`config.mk`:
```
export PLATFORM = sky130hd
export DESIGN_NAME = slc3_mem_arbiter
export DESIGN_NICKNAME = d
export VERILOG_FILES = /design/src/rtl/slc3_mem_pkg.sv /design/src/rtl/slc3_mem_arbiter_wait_timer.sv /design/src/rtl/slc3_mem_arbiter.sv
export SDC_FILE = /design/constraint.sdc
export NUM_CORES = 1
export LEC_CHECK = 0
export BUFFER_PORTS_ARGS = -buffer_cell sky130_fd_sc_hd__buf_2
export CAP_MARGIN = 30
export CORE_MARGIN = 2
export CORE_UTILIZATION = 25
export DETAILED_ROUTE_END_ITERATION = 12
export PLACE_DENSITY = 0.57
export SKIP_LAST_GASP = 1
export SYNTH_ARGS = -nofsm -noshare
export SYNTH_HDL_FRONTEND = slang
export SYNTH_SLANG_ARGS = --single-unit
```
`constraint.sdc`:
```
create_clock -name Clk -period 3.1 [get_ports Clk]
set_input_delay 0.465 -clock Clk [delete_from_list [all_inputs] [get_ports Clk]]
set_output_delay 0.465 -clock Clk [all_outputs]
set_load 0.02 [all_outputs]
```
`src/rtl/slc3_mem_pkg.sv`:
```
// Shared types and default widths for the SLC-3 SRAM arbiter slice.
package slc3_mem_pkg;

  localparam int ADDR_W_DEF = 20;
  localparam int DATA_W_DEF = 16;
  localparam int WAIT_CNT_W = $clog2(16);

  typedef enum logic [1:0] {
    IDLE,
    SETUP,
    ACCESS,
    DONE
  } mem_state_t;

  typedef enum logic {
    PORT_CPU,
    PORT_DBG
  } port_sel_t;

endpackage

```
`src/rtl/slc3_mem_arbiter_wait_timer.sv`:
```
// Loadable down-counter that times the ACCESS phase of an SRAM transfer.
module mem_wait_timer
  import slc3_mem_pkg::*;
(
  input  logic                  clk,
  input  logic                  srst_n,
  input  logic                  load,
  input  logic [WAIT_CNT_W-1:0] load_val,
  input  logic                  dec,
  output logic                  zero
);

  logic [WAIT_CNT_W-1:0] count_reg;

  always_ff @(posedge clk) begin
    if (!srst_n) begin
      count_reg <= '0;
    end else if (load) begin
      count_reg <= load_val;
    end else if (dec && (count_reg != '0)) begin
      count_reg <= count_reg - 1'b1;
    end
  end

  assign zero = (count_reg == '0);

endmodule

```
`src/rtl/slc3_mem_arbiter.sv`:
```
// Two-port SRAM arbiter and strobe sequencer (IDLE/SETUP/ACCESS/DONE).
// Define SLC3_MEM_ARB_DBG_EN to enable the debug/loader port and its anti-starvation logic.
module slc3_mem_arbiter
  import slc3_mem_pkg::*;
#(
  parameter int ADDR_W      = ADDR_W_DEF,
  parameter int DATA_W      = DATA_W_DEF,
  parameter int WAIT_CYCLES = 2,
  parameter int STARVE_MAX  = 4
) (
  input  logic              Clk,
  input  logic              Reset,
  input  logic              cpu_req,
  input  logic              cpu_we,
  input  logic [ADDR_W-1:0] cpu_addr,
  input  logic [DATA_W-1:0] cpu_wdata,
  output logic              cpu_ready,
  input  logic              dbg_req,
  input  logic              dbg_we,
  input  logic [ADDR_W-1:0] dbg_addr,
  input  logic [DATA_W-1:0] dbg_wdata,
  output logic              dbg_ready,
  output logic [DATA_W-1:0] rdata,
  output logic [ADDR_W-1:0] A,
  output logic              CE,
  output logic              UB,
  output logic              LB,
  output logic              OE,
  output logic              WE,
  output logic [DATA_W-1:0] Data_out,
  output logic              drive_en,
  input  logic [DATA_W-1:0] Data_in
);

  mem_state_t        state_reg, state_next;
  port_sel_t         grant_reg, grant_next;
  logic [ADDR_W-1:0] addr_reg;
  logic              we_reg;
  logic [DATA_W-1:0] wdata_reg;
  logic [DATA_W-1:0] rdata_reg;
  logic              latch;
  logic              capture;
  logic              timer_load;
  logic              timer_dec;
  logic              timer_zero;
  logic              dbg_wins;

  mem_wait_timer u_wait_timer (
    .clk      (Clk),
    .srst_n   (Reset),
    .load     (timer_load),
    .load_val (WAIT_CNT_W'(WAIT_CYCLES - 1)),
    .dec      (timer_dec),
    .zero     (timer_zero)
  );

`ifdef SLC3_MEM_ARB_DBG_EN
  localparam int STARVE_W = $clog2(STARVE_MAX + 1);

  logic [STARVE_W-1:0] starve_reg;

  // Debug normally yields to the CPU, but is forced in once it has lost STARVE_MAX times in a row.
  assign dbg_wins = dbg_req && (!cpu_req || (starve_reg == STARVE_W'(STARVE_MAX)));

  always_ff @(posedge Clk) begin
    if (!Reset) begin
      starve_reg <= '0;
    end else if (latch) begin
      if (grant_next == PORT_DBG) begin
        starve_reg <= '0;
      end else if (dbg_req && (starve_reg != STARVE_W'(STARVE_MAX))) begin
        starve_reg <= starve_reg + 1'b1;
      end
    end
  end

  assign dbg_ready = (state_reg == DONE) && (grant_reg == PORT_DBG);
`else
  logic unused_dbg_req;

  assign unused_dbg_req = dbg_req;
  assign dbg_wins       = 1'b0;
  assign dbg_ready      = 1'b0;
`endif

  always_comb begin
    state_next = state_reg;
    grant_next = grant_reg;
    latch      = 1'b0;
    capture    = 1'b0;
    timer_load = 1'b0;
    timer_dec  = 1'b0;
    unique case (state_reg)
      IDLE: begin
        if (dbg_wins) begin
          grant_next = PORT_DBG;
          latch      = 1'b1;
          state_next = SETUP;
        end else if (cpu_req) begin
          grant_next = PORT_CPU;
          latch      = 1'b1;
          state_next = SETUP;
        end
      end
      SETUP: begin
        timer_load = 1'b1;
        state_next = ACCESS;
      end
      ACCESS: begin
        timer_dec = 1'b1;
        if (timer_zero) begin
          capture    = !we_reg;
          state_next = DONE;
        end
      end
      DONE: begin
        state_next = IDLE;
      end
      default: begin
        state_next = IDLE;
      end
    endcase
  end

  always_ff @(posedge Clk) begin
    if (!Reset) begin
      state_reg <= IDLE;
      grant_reg <= PORT_CPU;
      addr_reg  <= '0;
      we_reg    <= 1'b0;
      wdata_reg <= '0;
      rdata_reg <= '0;
    end else begin
      state_reg <= state_next;
      grant_reg <= grant_next;
      // Operands are frozen at grant so requester changes mid-transfer are ignored.
      if (latch) begin
        if (grant_next == PORT_DBG) begin
          addr_reg  <= dbg_addr;
          we_reg    <= dbg_we;
          wdata_reg <= dbg_wdata;
        end else begin
          addr_reg  <= cpu_addr;
          we_reg    <= cpu_we;
          wdata_reg <= cpu_wdata;
        end
      end
      if (capture) begin
        rdata_reg <= Data_in;
      end
    end
  end

  // A only moves on the IDLE->SETUP edge, so WE (low only in ACCESS) never overlaps an address change.
  assign CE        = (state_reg == IDLE);
  assign UB        = (state_reg == IDLE);
  assign LB        = (state_reg == IDLE);
  assign OE        = !(!we_reg && ((state_reg == SETUP) || (state_reg == ACCESS)));
  assign WE        = !(we_reg && (state_reg == ACCESS));
  assign drive_en  = we_reg && (state_reg != IDLE);
  assign Data_out  = wdata_reg;
  assign A         = addr_reg;
  assign rdata     = rdata_reg;
  assign cpu_ready = (state_reg == DONE) && (grant_reg == PORT_CPU);

endmodule

```
# Word-level counts from Yosys, hierarchy flattened
# Index checks and enable logic that the tools add are counted.
word_totals:
  elab_cells: 48
  register_bits: 60
  in_bits: 94
  latchBits: 0
  memories: 0
  rom_bits: 0
  mem_bits_rw: 0
  out_inout_bits: 60
op_classes:
  n_lt_le_gt_ge: 0
  eq_ne: 5
  mul: 0
  n_reduce_logical: 16
  div: 0
  n_shift: 0
  bitwise_logic: 2
  n_addsub: 1
  mux: 16
ops:
  columns: ["op", "count"]
  rows:
  - ["$mux 20", 1]
  - ["$mux 16", 1]
  - ["$mux 1", 11]
  - ["$pmux 2 s4", 1]
  - ["$logic_and 1x1->1", 5]
  - ["$eq 2x2->1 const B", 2]
  - ["$logic_not 4->1", 1]
  - ["$mux 2", 2]
  - ["$reduce_bool 2->1", 2]
  - ["$reduce_bool 4->1", 1]
  - ["$sub 4x1->4 const B", 1]
  - ["$logic_not 1->1", 3]
  - ["$eq 2x1->1 const B", 1]
  - ["$logic_not 2->1", 1]
  - ["$ne 2x1->1 const B", 1]
  - ["$ne 2x2->1 const B", 1]
  - ["$not 1->1", 2]
  - ["$reduce_and 2->1", 1]
  - ["$reduce_or 2->1", 1]
  - ["$logic_or 1x1->1", 1]

# Depth between registers and ports, before layout
# Gate-level depths: netlist of run 1.
depth:
  word_depth: 5
  depth_mapped: 7

# By module
# From an unflattened synthesis of run 1, not the netlist that was laid out.
hier_totals:
  cells_unflattened: 294
  area_unflattened_um2: 2627.5
modules_own_cells:
  columns: ["module", "area_each_um2", "instances", "cells_each"]
  rows:
  - ["slc3_mem_arbiter", 2371.0, 1, 263]
  - ["mem_wait_timer", 256.5, 1, 31]

# Least setup slack after synthesis of run 1
# OpenSTA, ideal clock, no wires.
synth_timing:
  kind: "register to register"
  from: "register u_wait_timer.count_reg[0]"
  to: "register rdata_reg[0], in the netlist rdata[0]"
  setup_ps: 72
  slack_ps: 1422
  arrival_time_ps: 1606
  t_required_ps: 3028
  stages_incl_launch_ff: 8
  synth_period_minus_slack_ps: 1678
  path_buffers: 2
  cell_sequence: "dfxtp_1 > inv_1 > ha_1 > or3b_4 > nor3b_2 > buf_6 > buf_12 > mux2i_1"
synth_between:
  elab_chain_cells: 3
synth_lines:
  columns: ["element", "line", "source"]
  rows:
  - ["start: declaration", "slc3_mem_arbiter_wait_timer.sv:13", "logic [WAIT_CNT_W-1:0] count_reg;"]
  - ["start signal: assignment", "slc3_mem_arbiter_wait_timer.sv:19", "count_reg <= load_val;"]
  - ["start signal: assignment", "slc3_mem_arbiter_wait_timer.sv:21", "count_reg <= count_reg - 1'b1;"]
  - ["$logic_not 4->1", "slc3_mem_arbiter_wait_timer.sv:25", "assign zero = (count_reg == '0);"]
  - ["$mux 1", "slc3_mem_arbiter.sv:111", "if (timer_zero) begin"]
  - ["$mux 1", "slc3_mem_arbiter.sv:93", "unique case (state_reg)"]
  - ["end signal: assignment", "slc3_mem_arbiter.sv:149", "rdata_reg <= Data_in;"]
  - ["end: declaration", "slc3_mem_arbiter.sv:40", "logic [DATA_W-1:0] rdata_reg;"]
# No other way between the ends.
# A chain may end at the register's enable or synchronous reset.

# Worst setup path after layout of run 1
layout_timing:
  from: "register state_reg[0]"
  to: "output OE"
layout_between:
  elab_chain_cells: 4
  elab_cells_between_ends: 5
layout_lines:
  columns: ["element", "line", "source"]
  rows:
  - ["start: declaration", "slc3_mem_arbiter.sv:35", "mem_state_t state_reg, state_next;"]
  - ["start signal: assignment", "slc3_mem_arbiter.sv:134", "state_reg <= state_next;"]
  - ["$eq 2x1->1 / $eq 2x2->1 (equally long branches)", "slc3_mem_arbiter.sv:158", "assign OE = !(!we_reg && ((state_reg == SETUP) || (state_reg == ACCESS)));"]
  - ["$logic_or 1x1->1 (*)", "slc3_mem_arbiter.sv:158", null]
  - ["$logic_and 1x1->1 (*)", "slc3_mem_arbiter.sv:158", null]
  - ["$logic_not 1->1 (*)", "slc3_mem_arbiter.sv:158", null]
  - ["end: declaration", "slc3_mem_arbiter.sv:28", "output logic OE,"]
# Mark *: on every way between the ends. The rest lies on a longest branch, timed or not.

==> run summary, run 1 <==
Seq/Total Area, Yosys: 0.508
hold crit path type: in2reg
synthesized flop and latch total: 60
Fmax: 539 MHz
CTS resizes: 0
Max Cap Viol: 0
port bufs: 114
All-Layer GR Usage: 0.113
crit path kind: reg2out
Mapped Cells: 283
Worst VDD drop: 0.234 mV
post-DR wirelength/cell: 11.2 microns
Iter 0 DRT Violations: 85
Final Hold Violating Endpoints: 0
max reg flops: 20
crit path buf inv count: 2
DP Area: 2980 sq um
postcts setup bufs: 0
RSZ-0062 raised after global routing: no
CTS root buf: clkbuf_8
diode count: 0
total negative slack: 0 ns
Routed Antenna Nets: 0
CP required: 2.63 ns
worst skew pair latency: 0.32 ns
drt drc: 0
nets@finish: 491
pre-CTS WS: 1.26 ns
yosys warns: 0
DP Wirelength: 3960 microns
num rows: 35
number of global-route vias before repair: 2081
status: finished, final reports clean
P&R area growth vs syn: 33.6%
hold slack: 0.376 ns
Die Ht: 101 microns
DR pass1 iterations: 4
final setup vio count: 0
hold bufs inserted after CTS: 0
CP arrival: 1.39 ns
I/O pin total: 154
Post-Route Utilization: 0.343
slowest stage cell, crit path: dfxtp_1
Tcrit/Tclk final: 0.598
Period minus WS final: 1.86 ns
final setup margin: 1.24 ns
crit-path leading delay family: flip-flops
DR vias: 2185
count of pins over their slew limit: 0
Bufs on Longest Clock Path: 2
die width: 101 microns
syn_nets: 384
Final Cell Area: 3160 sq um
Max-slew headroom: 0.562
first-pass GRT wire length: 9210 microns
H-tree Lvls: 3
worst-margin pin slew: 0.656 ns
P_leak: 1.49 nW
CP Launch Type: register
grt total ovfl: 0
CP peak stage delay: 0.38 ns
CTS tree: built
Initial Util: 0.257
final weighted congestion in routability-driven placement: 0.747
Sink Count: 60
post-synth design cell area: 2360 sq um
Synth cell types: 26
largest net degree at the start of global routing: 40
initial antenna violation count: 0
Die ar.: 10200 sq um
cts bufs inserted: 9
Syn Area/Cell: 8.35 sq um
DRT Wirelength: 5660 microns
clk_skew: 0.00528 ns
core outline area: 9200 sq um
Worst setup EP type: output pin
worst path cell trace: inv_1, ha_1, nand2b_1, buf_2
share of cells above drive strength 1: 0.349
vias per cell: 4.34
Pwr Density: 789 nW/um^2
largest fanout on the critical path: 4
Clock Pin Slew Worst Setup and Hold Paths: 0.07 ns
## Yosys cell counts
cell,count,area share
nor2_1,2,0.0032
ha_1,7,0.037
buf_6,1,0.0048
nand2b_1,2,0.0053
nor4b_1,1,0.0037
nand2_1,112,0.18
or3b_4,1,0.0048
clkbuf_1,12,0.019
buf_4,3,0.0095
a21oi_1,41,0.087
o31a_1,1,0.0037
nor3_1,1,0.0021
and3_1,1,0.0026
nor3b_2,1,0.0053
inv_2,1,0.0016
buf_12,1,0.0085
dfxtp_1,60,0.51
and3_2,2,0.0064
and2_1,1,0.0026
inv_1,4,0.0064
buf_1,4,0.0064
nor2b_1,3,0.0079
conb_1,1,0.0016
mux2i_1,18,0.076
o221a_2,1,0.0048
nand4b_1,1,0.0037
## final timing paths
kind | startpoint | endpoint | slack (ns) | depth (start not counted)
max | state_reg[0]$_SDFFE_PN0P_ | OE | 1.24 | 4
min | cpu_addr[5] | A[5]$_SDFFE_PN0P_ | 0.38 | 3
max reg2reg | u_wait_timer.count_reg[0]$_SDFFE_PN0P_ | rdata[13]$_SDFFE_PN0P_ | 1.29 | 6
min reg2reg | A[2]$_SDFFE_PN0P_ | A[2]$_SDFFE_PN0P_ | 0.45 | 2
## layer usage
| metal | part of all wire | up-vias | wire (microns) | GRT usage |
|---|---|---|---|---|
| met5 | 0 | - | 0 | 0 |
| met4 | 0.012 | 0 | 66 | 0.0374 |
| met3 | 0.075 | 6 | 422 | 0.0497 |
| met2 | 0.48 | 70 | 2690 | 0.191 |
| met1 | 0.44 | 988 | 2480 | 0.127 |
| li1 | - | 1121 | - | - |
## final cells by class
class,instances,area (sq um)
Fill cell,985,6040
Clock inverter,2,10.0
Sequential cell,60,1200
Tap cell,111,139
Multi-Input combinational cell,197,1030
Inverter,5,18.8
Clock buffer,12,165
Timing Repair Buffer,117,593
## cells by family after synthesis
group,share of synthesized area
adders and majority gates,0.0371
other,0.00159
buffers and inverters,0.0561
DFF,0.508
AOI/OAI and AO/OA,0.0953
muxes,0.0762
and+or+nand+nor,0.226
## worst register-to-register path, stage by stage, from the launching register on
cell and delay, ns:
dfxtp_1 0.31, inv_1 0.08, ha_1 0.21, or3b_4 0.44, nor3b_2 0.18, buf_4 0.29
mux2i_1 0.22
## stage by stage
stage / std cells / power (mW)
after global routing: 504 / 2.67
after floorplan: 283 / 1.65
final: 504 / 2.49
after global placement: 490 / 1.87
after CTS: 504 / 2.55
after detailed placement: 490 / 1.89
## cell usage in the layout (no fill, tap or decap)
cell	instances
clkbuf_8	12
clkinv_2	2
or3b_4	1
nand2_1	112
ha_1	7
inv_1	4
o31a_1	1
and3_1	1
buf_4	3
nor3_1	1
and3_2	2
dfxtp_1	60
mux2i_1	18
nor2b_1	3
buf_2	114
nand2b_1	2
and2_1	1
nor4b_1	1
a21oi_1	41
inv_2	1
o221a_2	1
nor3b_2	1
nand4b_1	1
nor2_1	2
conb_1	1
## where the power goes
| part | internal (mW) | total [mW] | switching [mW] | leakage (nW) |
|---|---|---|---|---|
| Clock | 0.344 | 0.629 | 0.285 | 0.0941 |
| Sequential | 0.902 | 0.972 | 0.0700 | 0.490 |
| Combinational | 0.319 | 0.889 | 0.570 | 0.903 |
| Total | 1.56 | 2.49 | 0.925 | 1.49 |
No activity file was read; power rests on OpenSTA's default activity.
==> run 2: changes to the inputs <==
==> constraint.sdc (replaced) <==
create_clock -name Clk -period 1.8 [get_ports Clk]
set_input_delay 0.27 -clock Clk [delete_from_list [all_inputs] [get_ports Clk]]
set_output_delay 0.27 -clock Clk [all_outputs]
set_load 0.02 [all_outputs]
==> run 2 against run 1 <==
Net effect: register-to-register slack worse by 1.2 ns; combinational power up 92%; sequential power up 73%; largest cell class unchanged; routed wire length up 3.5%; largest power group is now combinational cells; sequential share of layout area down 1.7 points; global-route usage up 0.077 points; critical path depth up 3; die area unchanged; clock power up 120%; cell count up 1.4%; non-clock buffer count up 5; utilization up 1.6 points.
==> run summary, run 2 (same netlist as run 1, synthesis figures left out) <==
I/O pin total: 154
Tcrit/Tclk final: 0.947
worst skew pair latency: 0.33 ns
Die Ht: 101 microns
final setup vio count: 0
All-Layer GR Usage: 0.114
FILL cells: 993
CP Launch Type: register
P&R area growth vs syn: 40.0%
Fmax: 587 MHz
leading cell types in the layout, fill and taps excluded: buf_2, nand2_1, dfxtp_1
total chip power: 4.75 mW
hold bufs inserted after CTS: 0
max reg flops: 20
clk_skew: 0.00789 ns
vias per cell: 4.34
CP required: 2.07 ns
CTS tree: built
DR vias: 2219
DP Wirelength: 4030 microns
most common cell after layout, fill and taps aside: buf_2
largest net degree at the start of global routing: 38
diode count: 0
Worst setup EP type: register
Period minus WS final: 1.70 ns
Die ar.: 10200 sq um
status: finished, final reports clean
first-pass GRT wire length: 9220 microns
crit path kind: reg2reg
drt drc: 0
Max Cap Viol: 0
H-tree Lvls: 3
CP arrival: 1.97 ns
port bufs: 114
FF/Latch Area: 1200 sq um
count of pins over their slew limit: 0
hold crit path type: in2reg
grt total ovfl: 0
number of global-route vias before repair: 2040
num rows: 35
initial antenna violation count: 0
Pwr Density: 1440 nW/um^2
DRT Wirelength: 5860 microns
hold depth: 3
Iter 0 DRT Violations: 83
Worst R2R Path Depth: 7
Max-slew headroom: 0.558
CTS root buf: clkbuf_8
DR pass1 iterations: 4
Sink Count: 60
Worst VDD drop: 0.575 mV
final weighted congestion in routability-driven placement: 0.661
die width: 101 microns
largest fanout on the critical path: 8
nets@finish: 496
share of cells above drive strength 1: 0.368
total negative slack: 0 ns
post-DR wirelength/cell: 11.5 microns
Final Hold Violating Endpoints: 0
Initial Util: 0.257
Post-Route Utilization: 0.360
Routed Antenna Nets: 0
core outline area: 9200 sq um
worst-margin pin slew: 0.662 ns
cts bufs inserted: 9
Bufs on Longest Clock Path: 2
area of the multi-input gates: 1050 sq um
Clock Pin Slew Worst Setup and Hold Paths: 0.07 ns
P_leak: 1.54 nW
run 2: cell types whose count changed in the layout (fill, tap and decap cells not counted), sizes merged:
cell	delta
bufinv	+2
buf	+5
clkbuf	-2
clkinvlp	+3
clkinv	-1
run 2: final timing paths:
kind,from,slack (ns),to
worst max-delay path,u_wait_timer.count_reg[0]$_SDFFE_PN0P_,0.1,rdata[2]$_SDFFE_PN0P_
worst min register to register,A[8]$_SDFFE_PN0P_,0.45,A[8]$_SDFFE_PN0P_
worst max register to register,u_wait_timer.count_reg[0]$_SDFFE_PN0P_,0.1,rdata[2]$_SDFFE_PN0P_
worst min-delay path,cpu_wdata[12],0.17,Data_out[12]$_SDFFE_PN0P_
run 2: metal layers:
metal / track usage / routed length (microns)
met1: 0.129 / 2490
met5: 0 / 0
met3: 0.0552 / 413
met4: 0.0343 / 46
met2: 0.188 / 2910
run 2: area by class of cell:
type / instances / share of cell area
clock buffers: 10 / 0.0416
clock inverters: 6 / 0.0265
inverters: 5 / 0.00567
multi-input cells: 197 / 0.317
flip-flops and latches: 60 / 0.363
well taps: 111 / 0.0420
repair buffers: 122 / 0.204
run 2: worst max-delay path, cell delays in order, from the launching register on:
cell and delay, ns:
dfxtp_1 0.33, inv_2 0.08, ha_4 0.15, or3b_4 0.40
nor3b_4 0.21, buf_4 0.16, buf_16 0.13, mux2i_1 0.18
run 2: timing repair:
action | in CTS | in global routing
pin swaps | 1 | 2
setup buffers | 2 | 1
gates cloned | 1 | 0
setup endpoints to repair | 9 | 17
resized for setup | 2 | 4
run 2: power by group:
part	internal [mW]	total [mW]	switching, mW
clock	0.814	1.36	0.549
combinational	0.677	1.71	1.03
sequential	1.55	1.68	0.124
run 2: through the flow:
| stage | cell area, sq um | std cells | setup WS (ns) | hold WS [ns] |
|---|---|---|---|---|
| 2_1_floorplan | 2360 | 283 | 0.122 | 0.406 |
| 3_3_place_gp | 3010 | 491 | 0.0537 | 0.440 |
| 3_5_place_dp | 3010 | 491 | -0.0195 | 0.444 |
| 4_1_cts | 3300 | 510 | 0.00799 | 0.142 |
| 5_1_grt | 3310 | 511 | -0.00450 | 0.136 |
| 6_report | 3310 | 511 | 0.0960 | 0.165 |
